## config.mk

```make
export PLATFORM = sky130hd
export DESIGN_NAME = dmem_lsu_flat
export DESIGN_NICKNAME = d
export VERILOG_FILES = /design/src/rtl/dmem_lsu_pkg.sv /design/src/rtl/dmem_lsu_if.sv /design/src/rtl/dmem_lsu_load_align.sv /design/src/rtl/dmem_lsu.sv /design/src/flat_wrapper.sv
export SDC_FILE = /design/constraint.sdc
export NUM_CORES = 1
export LEC_CHECK = 0
export CORE_AREA = 2 2 151 153
export CTS_CLUSTER_SIZE = 8
export DETAILED_ROUTE_END_ITERATION = 10
export DIE_AREA = 0 0 153 155
export MAX_ROUTING_LAYER = met4
export PLACE_DENSITY = 0.65
export RECOVER_POWER = 25
export SLEW_MARGIN = 10
export SYNTH_ARGS = -nofsm -noshare
export SYNTH_HDL_FRONTEND = slang
export SYNTH_HIERARCHICAL = 1
export SYNTH_SLANG_ARGS = --single-unit
```

## constraint.sdc

```tcl
create_clock -name clk -period 4.3 [get_ports clk]
set_input_delay 0.645 -clock clk [delete_from_list [all_inputs] [get_ports clk]]
set_output_delay 0.645 -clock clk [all_outputs]
set_load 0.01 [all_outputs]
```

## src/rtl/dmem_lsu_pkg.sv

```systemverilog
// Shared encodings for the DMEM load/store unit: access sizes, response codes,
// FSM states and the request legality check.
package lsu_pkg;

    typedef enum logic [1:0] {
        SZ_BAD  = 2'b00,
        SZ_BYTE = 2'b01,
        SZ_HALF = 2'b10,
        SZ_WORD = 2'b11
    } size_e;

    typedef enum logic [1:0] {
        ERR_OK       = 2'b00,
        ERR_MISALIGN = 2'b01,
        ERR_RANGE    = 2'b10,
        ERR_BADSIZE  = 2'b11
    } err_e;

    typedef enum logic [1:0] {
        ST_IDLE  = 2'b00,
        ST_ISSUE = 2'b01,
        ST_WAIT  = 2'b10,
        ST_RESP  = 2'b11
    } state_e;

    function automatic logic [2:0] size_bytes(input logic [1:0] size);
        case (size)
            SZ_BYTE: size_bytes = 3'd1;
            SZ_HALF: size_bytes = 3'd2;
            SZ_WORD: size_bytes = 3'd4;
            default: size_bytes = 3'd1;
        endcase
    endfunction

    // Bad size outranks misalignment, which outranks range.
    function automatic err_e check_req(input logic [1:0]  size,
                                       input logic [31:0] addr,
                                       input logic [31:0] base,
                                       input logic [32:0] limit);
        logic [31:0] offset;
        logic [32:0] last;
        offset = addr - base;
        last   = {1'b0, offset} + {30'b0, size_bytes(size)} - 33'd1;
        if (size == SZ_BAD) begin
            check_req = ERR_BADSIZE;
        end else if ((size == SZ_HALF && addr[0] != 1'b0) ||
                     (size == SZ_WORD && addr[1:0] != 2'b00)) begin
            check_req = ERR_MISALIGN;
        end else if (last >= limit) begin
            check_req = ERR_RANGE;
        end else begin
            check_req = ERR_OK;
        end
    endfunction

endpackage

```

## src/rtl/dmem_lsu_if.sv

```systemverilog
// CPU request/response handshake plus the DMEM port, bundled for the LSU.
// The slave view is the LSU; the master view is the CPU and memory around it.
interface dmem_lsu_if;
    logic        req_valid;
    logic        req_ready;
    logic        req_we;
    logic [1:0]  req_size;
    logic        req_unsigned;
    logic [31:0] req_addr;
    logic [31:0] req_wdata;
    logic        resp_valid;
    logic        resp_ready;
    logic [31:0] resp_rdata;
    logic [1:0]  resp_err;
    logic        mem_rena;
    logic        mem_wena;
    logic [1:0]  mem_select;
    logic [31:0] mem_addr;
    logic [31:0] mem_wdata;
    logic [31:0] mem_rdata;

    modport slave (
        input  req_valid, req_we, req_size, req_unsigned, req_addr, req_wdata,
        input  resp_ready, mem_rdata,
        output req_ready, resp_valid, resp_rdata, resp_err,
        output mem_rena, mem_wena, mem_select, mem_addr, mem_wdata
    );

    modport master (
        output req_valid, req_we, req_size, req_unsigned, req_addr, req_wdata,
        output resp_ready, mem_rdata,
        input  req_ready, resp_valid, resp_rdata, resp_err,
        input  mem_rena, mem_wena, mem_select, mem_addr, mem_wdata
    );
endinterface

```

## src/rtl/dmem_lsu_load_align.sv

```systemverilog
// Extracts a big-endian byte/half/word from the top of a 32-bit read word and
// sign- or zero-extends it to 32 bits.
module lsu_load_align
    import lsu_pkg::*;
(
    input  logic [31:0] rdata_i,
    input  logic [1:0]  size_i,
    input  logic        unsigned_i,
    output logic [31:0] data_o
);

    // Lane extraction and extension.
    always_comb begin
        data_o = 32'h0000_0000;
        case (size_i)
            SZ_BYTE: begin
                if (unsigned_i) begin
                    data_o = {24'h00_0000, rdata_i[31:24]};
                end else begin
                    data_o = {{24{rdata_i[31]}}, rdata_i[31:24]};
                end
            end
            SZ_HALF: begin
                if (unsigned_i) begin
                    data_o = {16'h0000, rdata_i[31:16]};
                end else begin
                    data_o = {{16{rdata_i[31]}}, rdata_i[31:16]};
                end
            end
            SZ_WORD: data_o = rdata_i;
            default: data_o = 32'h0000_0000;
        endcase
    end

endmodule

```

## src/rtl/dmem_lsu.sv

```systemverilog
// Single-outstanding load/store unit in front of the registered, big-endian DMEM:
// checks each request, performs one memory access and returns one response.
module dmem_lsu
    import lsu_pkg::*;
#(
    parameter logic [31:0] DMEM_BASE  = 32'h1001_0000,
    parameter int unsigned DMEM_BYTES = 1024
) (
    input logic       clk,
    input logic       rst,
    dmem_lsu_if.slave bus
);

    state_e      state_q, state_d;
    logic        we_q, we_d;
    logic [1:0]  size_q, size_d;
    logic        uns_q, uns_d;
    logic [31:0] addr_q, addr_d;
    logic [31:0] wdata_q, wdata_d;
    logic [31:0] rdata_q, rdata_d;
    err_e        err_q, err_d;
    err_e        check_s;
    logic [31:0] align_data_s;

    assign check_s = check_req(bus.req_size, bus.req_addr, DMEM_BASE, 33'(DMEM_BYTES));

    lsu_load_align u_align (
        .rdata_i    (bus.mem_rdata),
        .size_i     (size_q),
        .unsigned_i (uns_q),
        .data_o     (align_data_s)
    );

    // Next state and holding-register updates.
    always_comb begin
        state_d = state_q;
        we_d    = we_q;
        size_d  = size_q;
        uns_d   = uns_q;
        addr_d  = addr_q;
        wdata_d = wdata_q;
        rdata_d = rdata_q;
        err_d   = err_q;
        case (state_q)
            ST_IDLE: begin
                if (bus.req_valid) begin
                    we_d    = bus.req_we;
                    size_d  = bus.req_size;
                    uns_d   = bus.req_unsigned;
                    addr_d  = bus.req_addr;
                    wdata_d = bus.req_wdata;
                    rdata_d = 32'h0000_0000;
                    err_d   = check_s;
                    if (check_s != ERR_OK) begin
                        state_d = ST_RESP;
                    end else begin
                        state_d = ST_ISSUE;
                    end
                end else begin
                    state_d = ST_IDLE;
                end
            end
            ST_ISSUE: begin
                if (we_q) begin
                    state_d = ST_RESP;
                end else begin
                    state_d = ST_WAIT;
                end
            end
            ST_WAIT: begin
                rdata_d = align_data_s;
                state_d = ST_RESP;
            end
            ST_RESP: begin
                if (bus.resp_ready) begin
                    state_d = ST_IDLE;
                end else begin
                    state_d = ST_RESP;
                end
            end
            default: state_d = ST_IDLE;
        endcase
    end

    // State and holding registers.
    always_ff @(posedge clk or posedge rst) begin
        if (rst) begin
            state_q <= ST_IDLE;
            we_q    <= 1'b0;
            size_q  <= 2'b00;
            uns_q   <= 1'b0;
            addr_q  <= 32'h0000_0000;
            wdata_q <= 32'h0000_0000;
            rdata_q <= 32'h0000_0000;
            err_q   <= ERR_OK;
        end else begin
            state_q <= state_d;
            we_q    <= we_d;
            size_q  <= size_d;
            uns_q   <= uns_d;
            addr_q  <= addr_d;
            wdata_q <= wdata_d;
            rdata_q <= rdata_d;
            err_q   <= err_d;
        end
    end

    // Enables decode straight from the state flop so reset kills them at once.
    assign bus.req_ready  = (state_q == ST_IDLE);
    assign bus.resp_valid = (state_q == ST_RESP);
    assign bus.resp_rdata = rdata_q;
    assign bus.resp_err   = err_q;
    assign bus.mem_rena   = (state_q == ST_ISSUE) && !we_q;
    assign bus.mem_wena   = (state_q == ST_ISSUE) && we_q;
    assign bus.mem_select = size_q;
    assign bus.mem_addr   = addr_q;
    assign bus.mem_wdata  = we_q ? wdata_q : 32'h0000_0000;

endmodule

```

## src/flat_wrapper.sv

```systemverilog
// flat-port wrapper written by rule: the top's interface ports become plain ports
module dmem_lsu_flat import lsu_pkg::*;
#(
    parameter logic [31:0] DMEM_BASE  = 32'h1001_0000,
    parameter int unsigned DMEM_BYTES = 1024
)
  (clk, rst, bus_req_valid, bus_req_we, bus_req_size, bus_req_unsigned, bus_req_addr, bus_req_wdata, bus_resp_ready, bus_mem_rdata, bus_req_ready, bus_resp_valid, bus_resp_rdata, bus_resp_err, bus_mem_rena, bus_mem_wena, bus_mem_select, bus_mem_addr, bus_mem_wdata);
  dmem_lsu_if bus_i ();
  input logic clk;
  input logic rst;
  input wire logic [$bits(bus_i.req_valid)-1:0] bus_req_valid;
  input wire logic [$bits(bus_i.req_we)-1:0] bus_req_we;
  input wire logic [$bits(bus_i.req_size)-1:0] bus_req_size;
  input wire logic [$bits(bus_i.req_unsigned)-1:0] bus_req_unsigned;
  input wire logic [$bits(bus_i.req_addr)-1:0] bus_req_addr;
  input wire logic [$bits(bus_i.req_wdata)-1:0] bus_req_wdata;
  input wire logic [$bits(bus_i.resp_ready)-1:0] bus_resp_ready;
  input wire logic [$bits(bus_i.mem_rdata)-1:0] bus_mem_rdata;
  output wire logic [$bits(bus_i.req_ready)-1:0] bus_req_ready;
  output wire logic [$bits(bus_i.resp_valid)-1:0] bus_resp_valid;
  output wire logic [$bits(bus_i.resp_rdata)-1:0] bus_resp_rdata;
  output wire logic [$bits(bus_i.resp_err)-1:0] bus_resp_err;
  output wire logic [$bits(bus_i.mem_rena)-1:0] bus_mem_rena;
  output wire logic [$bits(bus_i.mem_wena)-1:0] bus_mem_wena;
  output wire logic [$bits(bus_i.mem_select)-1:0] bus_mem_select;
  output wire logic [$bits(bus_i.mem_addr)-1:0] bus_mem_addr;
  output wire logic [$bits(bus_i.mem_wdata)-1:0] bus_mem_wdata;
  assign bus_i.req_valid = bus_req_valid;
  assign bus_i.req_we = bus_req_we;
  assign bus_i.req_size = bus_req_size;
  assign bus_i.req_unsigned = bus_req_unsigned;
  assign bus_i.req_addr = bus_req_addr;
  assign bus_i.req_wdata = bus_req_wdata;
  assign bus_i.resp_ready = bus_resp_ready;
  assign bus_i.mem_rdata = bus_mem_rdata;
  assign bus_req_ready = bus_i.req_ready;
  assign bus_resp_valid = bus_i.resp_valid;
  assign bus_resp_rdata = bus_i.resp_rdata;
  assign bus_resp_err = bus_i.resp_err;
  assign bus_mem_rena = bus_i.mem_rena;
  assign bus_mem_wena = bus_i.mem_wena;
  assign bus_mem_select = bus_i.mem_select;
  assign bus_mem_addr = bus_i.mem_addr;
  assign bus_mem_wdata = bus_i.mem_wdata;
  dmem_lsu #(.DMEM_BASE(DMEM_BASE), .DMEM_BYTES(DMEM_BYTES)) u_core (.clk(clk), .rst(rst), .bus(bus_i));
endmodule
```

==> results.py, run 1 <==
metrics = {
    "timing": {
        "timing.hold.ws_ps": 468.2,
        "fmax_mhz": 240.8,
        "drv_slew": 57,
        "skew_ps": 7.963,
        "setup_viol": 0,
        "slew_headroom_pct": -86.72,
        "post-route-period-util_pct": 96.59,
        "rsz0062_at_grt": "false",
        "fin_crit_ps": 4153,
        "final_hold_viol_count": 0,
        "tightest_slew_ps": 2786,
    },
    "critical_path": {
        "r2r-end": "u_core/bus.resp_rdata[25]",
        "r2r_start": "u_core/bus.mem_select[1]",
        "cp_max_fo": 3,
        "end_kind": "flip-flop",
        "cp.required_ps": 4490,
        "startpoint_type": "input pin",
        "worstSetupPathType": "input pin to flip-flop",
        "reg2reg_depth": 6,
        "r2r_slack_ps": 1870,
        "critPathArrivalTime_ps": 4350,
    },
    "worst_hold_path": {
        "hold_depth": 2,
        "worstHoldEndpoint": "u_core/wdata_q[26]",
        "hp-class": "flip-flop to flip-flop",
        "holdCritStartpoint": "u_core/wdata_q[26]",
    },
    "detailed_routing": {
        "wl_met1_mm": 11.50,
        "wl_per_cell_um": 16.47,
        "met2_length_mm": 12.13,
        "first_pass_iters": 5,
        "routed_wl_mm": 25.43,
        "vias": 7841,
        "ant_nets": 0,
        "drtIter0Drc": 456,
        "dr_wl_met3_mm": 1.229,
        "routed.top_layer": "met4",
        "drc": 0,
        "viasPerCell": 5.078,
    },
    "die": {
        "row_count": 55,
        "start_util_pct": 33.19,
        "coreArea_um2": 22230,
        "die_w_um": 153,
        "ios": 208,
        "die_height_um": 155,
        "die_area_um2": 23720,
    },
    "global_route": {
        "grt-ovfl-total": 0,
        "antenna_found_initial": 0,
        "grtUsageTotal_pct": 21.75,
        "grt_pass1_wl_mm": 40.37,
        "grt_max_degree": 91,
        "grt_pass1_vias": 7727,
    },
    "clocking": {
        "cts_buffers": 9,
        "insertion_delay_ps": 350,
        "cts_tree": "built",
        "clock-root-buffer": "clkbuf_16",
        "clockBufferDepth": 2,
        "ctsHtreeMaxLevel": 3,
        "clock-sinks": 104,
        "clkTransAtPathRegs_ps": 80,
    },
    "final_layout": {
        "synthToLayoutAreaGrowth_pct": 50.21,
        "fillers": 2216,
        "finalNetCount": 1394,
        "drive_above_1_share_pct": 15.33,
        "fin_util_pct": 49.86,
        "num_antenna_cells": 0,
    },
    "synth": {
        "synth_edf_count": 0,
        "synth_ff_type": "dfrtp_1",
        "synth.distinct_cells": 72,
        "synthCells": 971,
        "ys_ff_latch": 104,
        "async_flop_share_pct": 100.0,
        "yosys.area.top_type": "dfrtp_1",
        "syn-cell-area_um2": 7378,
        "synth_most_common_cell": "nand2_1",
        "yosys.area.top_type_share_pct": 35.27,
        "synth_seq_area_share_pct": 35.27,
        "ys_warn_count": 6,
        "synth.area.top_cells": "dfrtp_1 (35%), nand2_1 (15%), ha_1 (5.9%), o21ai_0 (5.0%), a21oi_1 (3.6%)",
        "netlist_top_cells_count": "nand2_1 (298), dfrtp_1 (104), o21ai_0 (74)",
        "avgSynthCellArea_um2": 7.599,
        "synth_fp_nets": 1111,
    },
    "run_status": {
        "violations": "capacitance limit, slew limit",
        "status": "finished with violations",
    },
    "power_and_ir_drop": {
        "power_w": 0.005411,
        "ir_worst_vdd_uv": 177.2,
        "power.density_nw_per_um2": 488.3,
        "leakagePower_nw": 5.135,
    },
    "run": {
        "max-cap-violations": 1,
    },
    "placement": {
        "place.gp.congestion": 0.8832,
        "dpl.hpwl_mm": 19.02,
        "io_buffers": 207,
    },
}
-- cells in the final DEF (no fill, tap or decap), types with 10 or more instances in the layout --
master,n
nand2_1,294
clkdlybuf4s50_1,195
buf_4,123
dfrtp_1,104
o21ai_0,70
a21oi_1,50
inv_1,45
and2_1,37
nor2_1,31
ha_1,31
mux2i_1,16
nand3_1,15
xor2_1,13
nor3_1,10
a21o_1,10
-- state kept, by name, summed over array words and instances (netlist names) --
| register | count |
|---|---|
| u_core/uns_q | 1 |
| u_core/state_q | 2 |
| u_core/bus.resp_rdata | 32 |
| u_core/we_q | 1 |
| u_core/bus.mem_addr | 32 |
| u_core/wdata_q | 32 |
| u_core/bus.mem_select | 2 |
| u_core/bus.resp_err | 2 |
-- worst max-delay path by stage --
stage | start | to | slack [ps] | cells past startpoint
global route | bus_req_addr[1] | u_core/state_q[1] | 2 | 17
finish | bus_req_addr[16] | u_core/state_q[1] | 150 | 20
floorplan | bus_req_addr[16] | u_core/state_q[1] | 50 | 21
global placement | bus_req_addr[18] | u_core/state_q[1] | -580 | 16
detailed placement | bus_req_addr[18] | u_core/state_q[1] | -680 | 16
CTS | bus_req_addr[23] | u_core/state_q[1] | 1 | 17
-- stage by stage --
stage | instance area (µm²) | setup WS [ps] | setup TNS, ps | cells
2_1_floorplan | 7378 | 51.58 | 0 | 971
3_3_place_gp | 10400 | -584.4 | -1041 | 1513
3_5_place_dp | 10400 | -683.4 | -1233 | 1513
4_1_cts | 10860 | 1.096 | 0 | 1535
5_1_grt | 11080 | 1.788 | 0 | 1544
6_report | 11080 | 146.7 | 0 | 1544
-- area by class of cell --
type | count | area, µm² | area share [%]
multi-input combinational | 760 | 4593 | 41.44
clock inverter | 6 | 90.09 | 0.8128
tap | 285 | 356.6 | 3.217
inverter | 47 | 177.7 | 1.603
sequential | 104 | 2603 | 23.48
timing repair buffer | 332 | 3034 | 27.38
clock buffer | 10 | 229.0 | 2.066
-- routing by layer --
layer	global-route usage, %	vias up
li1	-	3863
met1	27.67	3694
met2	35.70	244
met3	3.788	40
met4	6.437	0
met5	-	-
-- worst max-delay path, stage by stage --
cell,delay [ps]
clkdlybuf4s50_1,460
or2_4,290
o41ai_4,400
buf_4,210
xnor2_4,90
ha_4,290
a21oi_4,70
buf_4,130
buf_4,120
buf_4,120
buf_4,140
nand2_4,70
a211oi_4,60
o21ai_2,70
nand4b_1,130
nand4bb_1,210
nor4_2,320
nand4b_1,170
nor4_2,230
o22ai_1,110
-- power by group --
part	switching, W	leakage (nW)	internal (W)
clock network	0.000397	0.153	0.000515
logic	0.00139	3.66	0.00139
registers	0.000310	1.32	0.00141
-- logic make-up (layout without fill, tap and decap cells) --
group                      Yosys count  after routing  share of synthesized area (%)
buffers and inverters              107            395                          5.850
muxes                               18             18                          2.476
xor gates and xnor gates            22             22                          2.612
and+or+nand+nor                    459            459                          28.23
AOI/OAI and AO/OA                  224            224                          19.21
DFF                                104            104                          35.27
adders and majority gates           37             37                          6.342
-- timing repair --
item	4_1_cts	5_1_grt
hold buffers	0	0
pin swaps	18	25
gates cloned	0	0
endpoints found under the setup margin	2	2
setup buffers	6	9
gates resized for setup	25	36
endpoints found under the hold margin	0	0
Note: power is estimated with default switching activity, not from simulation.
==> inputs of run 2 (changes only) <==
--- a/config.mk
+++ b/config.mk
@@ -12,6 +12,7 @@
 export MAX_ROUTING_LAYER = met4
 export PLACE_DENSITY = 0.65
 export RECOVER_POWER = 25
+export REMOVE_ABC_BUFFERS = 1
 export SLEW_MARGIN = 10
 export SYNTH_ARGS = -nofsm -noshare
 export SYNTH_HDL_FRONTEND = slang
==> constraint.sdc (replaced) <==
create_clock -name clk -period 4.3 [get_ports clk]
set_input_delay 0.86 -clock clk [delete_from_list [all_inputs] [get_ports clk]]
set_output_delay 0.86 -clock clk [all_outputs]
set_load 0.01 [all_outputs]
==> results.py, run 2 (synthesis results as in run 1) <==
metrics = {
    "detailed_routing": {
        "first_pass_iters": 5,
        "wl_per_cell_um": 15.32,
        "viasPerCell": 4.994,
        "drc": 0,
        "drtIter0Drc": 411,
        "routed_wl_mm": 23.90,
        "ant_nets": 0,
        "vias": 7790,
    },
    "critical_path": {
        "startpoint_type": "input pin",
        "path_cells": "buf_8 -> or4_4 -> o41ai_4 -> buf_4 -> a21oi_4 -> or2_4 -> ha_4 -> nand2_2 -> o21ai_2 -> buf_4 -> mux2i_1 -> o22ai_2 -> nor4_2 -> nand4_1 -> nor4_2 -> nand4b_1 -> nor4_2 -> o22ai_1",
        "critPathSlowestCell": "or4_4",
        "critPathTopFamily": "simple AND/OR/NAND/NOR gates",
        "critPathArrivalTime_ps": 4400,
        "worstSetupPathType": "input pin to flip-flop",
        "cp_max_fo": 4,
        "cp.depth": 18,
        "end_kind": "flip-flop",
        "cp.required_ps": 4490,
        "cpMostUsedCell": "nor4_2",
        "reg2reg_depth": 6,
        "max_stage_delay_ps": 560,
        "crit_buf_inv": 3,
    },
    "die": {
        "coreArea_um2": 22230,
        "die_w_um": 153,
        "ios": 208,
        "die_area_um2": 23720,
        "start_util_pct": 33.19,
        "row_count": 55,
        "die_height_um": 155,
    },
    "final_layout": {
        "drive_above_1_share_pct": 18.59,
        "seq_area_um2": 2603,
        "layout_common_cells": "nand2_1 (295), clkdlybuf4s50_1 (191), buf_4 (135)",
        "num_antenna_cells": 0,
        "multi_input_area_um2": 4727,
        "finalNetCount": 1410,
        "fillers": 2147,
        "final_common_cell": "nand2_1",
        "synthToLayoutAreaGrowth_pct": 52.87,
    },
    "clocking": {
        "clkTransAtPathRegs_ps": 80,
        "clock-root-buffer": "clkbuf_16",
        "clockBufferDepth": 2,
        "insertion_delay_ps": 360,
        "cts_tree": "built",
        "ctsHtreeMaxLevel": 3,
        "clock-sinks": 104,
        "cts_buffers": 9,
    },
    "timing": {
        "post-route-period-util_pct": 97.94,
        "final_hold_viol_count": 0,
        "tightest_slew_ps": 2360,
        "slew_headroom_pct": -57.33,
        "fmax_mhz": 237.4,
        "rsz0062_at_grt": "true",
        "fin_crit_ps": 4212,
        "setup_viol": 0,
        "drv_slew": 59,
        "timing.hold.ws_ps": 468.3,
        "finalSetupTns_ps": 0,
        "skew_ps": 13.14,
    },
    "global_route": {
        "grt_pass1_vias": 7573,
        "grt_pass1_wl_mm": 39.04,
        "grt-ovfl-total": 0,
        "grt_max_degree": 91,
        "antenna_found_initial": 0,
        "grtUsageTotal_pct": 20.52,
    },
    "run": {
        "max-cap-violations": 1,
    },
    "placement": {
        "place.gp.congestion": 0.8669,
        "io_buffers": 207,
        "dpl.hpwl_mm": 17.91,
    },
    "worst_hold_path": {
        "hp-class": "flip-flop to flip-flop",
        "hold_depth": 2,
    },
    "power_and_ir_drop": {
        "power.density_nw_per_um2": 469.8,
        "leakagePower_nw": 5.215,
        "ir_worst_vdd_uv": 195.0,
    },
    "run_status": {
        "violations": "capacitance limit, slew limit",
        "status": "finished with violations",
    },
}
==> run 2: cell type report <==
cell class                 count  area share (%)
timing repair buffer         348           27.78
tap                          285           3.161
inverter                      47           1.564
multi-input combinational    760           41.91
clock buffer                  10           2.030
clock inverter                 6          0.4881
sequential                   104           23.07
==> run 2: final timing paths <==
kind	end	startpoint	slack [ps]
worst max-delay path	u_core/state_q[1]	bus_req_addr[18]	90
max in group asynchronous	u_core/bus.mem_addr[0]	rst	1040
min in group asynchronous	u_core/bus.resp_rdata[6]	rst	1750
worst max register to register	u_core/bus.resp_rdata[19]	u_core/bus.mem_select[1]	2070
worst min register to register	u_core/wdata_q[25]	u_core/wdata_q[25]	470
worst min-delay path	u_core/wdata_q[25]	u_core/wdata_q[25]	470
==> run 2: routing by layer <==
| metal | GRT usage (%) | vias to the layer above | wire (µm) |
|---|---|---|---|
| li1 | - | 3909 | - |
| met1 | 26.81 | 3668 | 11050 |
| met2 | 33.95 | 191 | 11550 |
| met3 | 3.454 | 22 | 1050 |
| met4 | 3.924 | 0 | 253 |
| met5 | - | - | 0 |
==> run 2: what timing repair did <==
| item | 4_1_cts | 5_1_grt |
|---|---|---|
| hold endpoints to repair | 0 | 0 |
| setup endpoints to repair | 2 | 2 |
| gates resized for setup | 53 | 64 |
| pin swaps | 25 | 34 |
| hold buffers | 0 | 0 |
| setup buffers | 5 | 4 |
==> run 2: per-stage QoR <==
| step | utilization (%) | instances | instance area (µm²) | setup slack, ps | total power (W) |
|---|---|---|---|---|---|
| 2_1_floorplan | - | 911 | 7123 | -134.8 | 0.002985 |
| 3_3_place_gp | 47.49 | 1535 | 10560 | -774.1 | 0.004389 |
| 3_5_place_dp | 47.49 | 1535 | 10560 | -892.8 | 0.004432 |
| 4_1_cts | 49.64 | 1556 | 11030 | 0.01910 | 0.005316 |
| 5_1_grt | 50.75 | 1560 | 11280 | -68.59 | 0.005734 |
| 6_report | 50.75 | 1560 | 11280 | 88.42 | 0.005299 |
==> run 2: worst min-delay path: stages (launching register included) <==
cell,delay (ps)
dfrtp_1,340
nand2_1,50
nand2_1,50
==> run 2: power by group <==
| group | internal [W] | total (W) | switching [W] |
|---|---|---|---|
| Combinational | 0.00141 | 0.00277 | 0.00136 |
| Clock | 0.000409 | 0.000823 | 0.000414 |
| Sequential | 0.00141 | 0.00171 | 0.000295 |
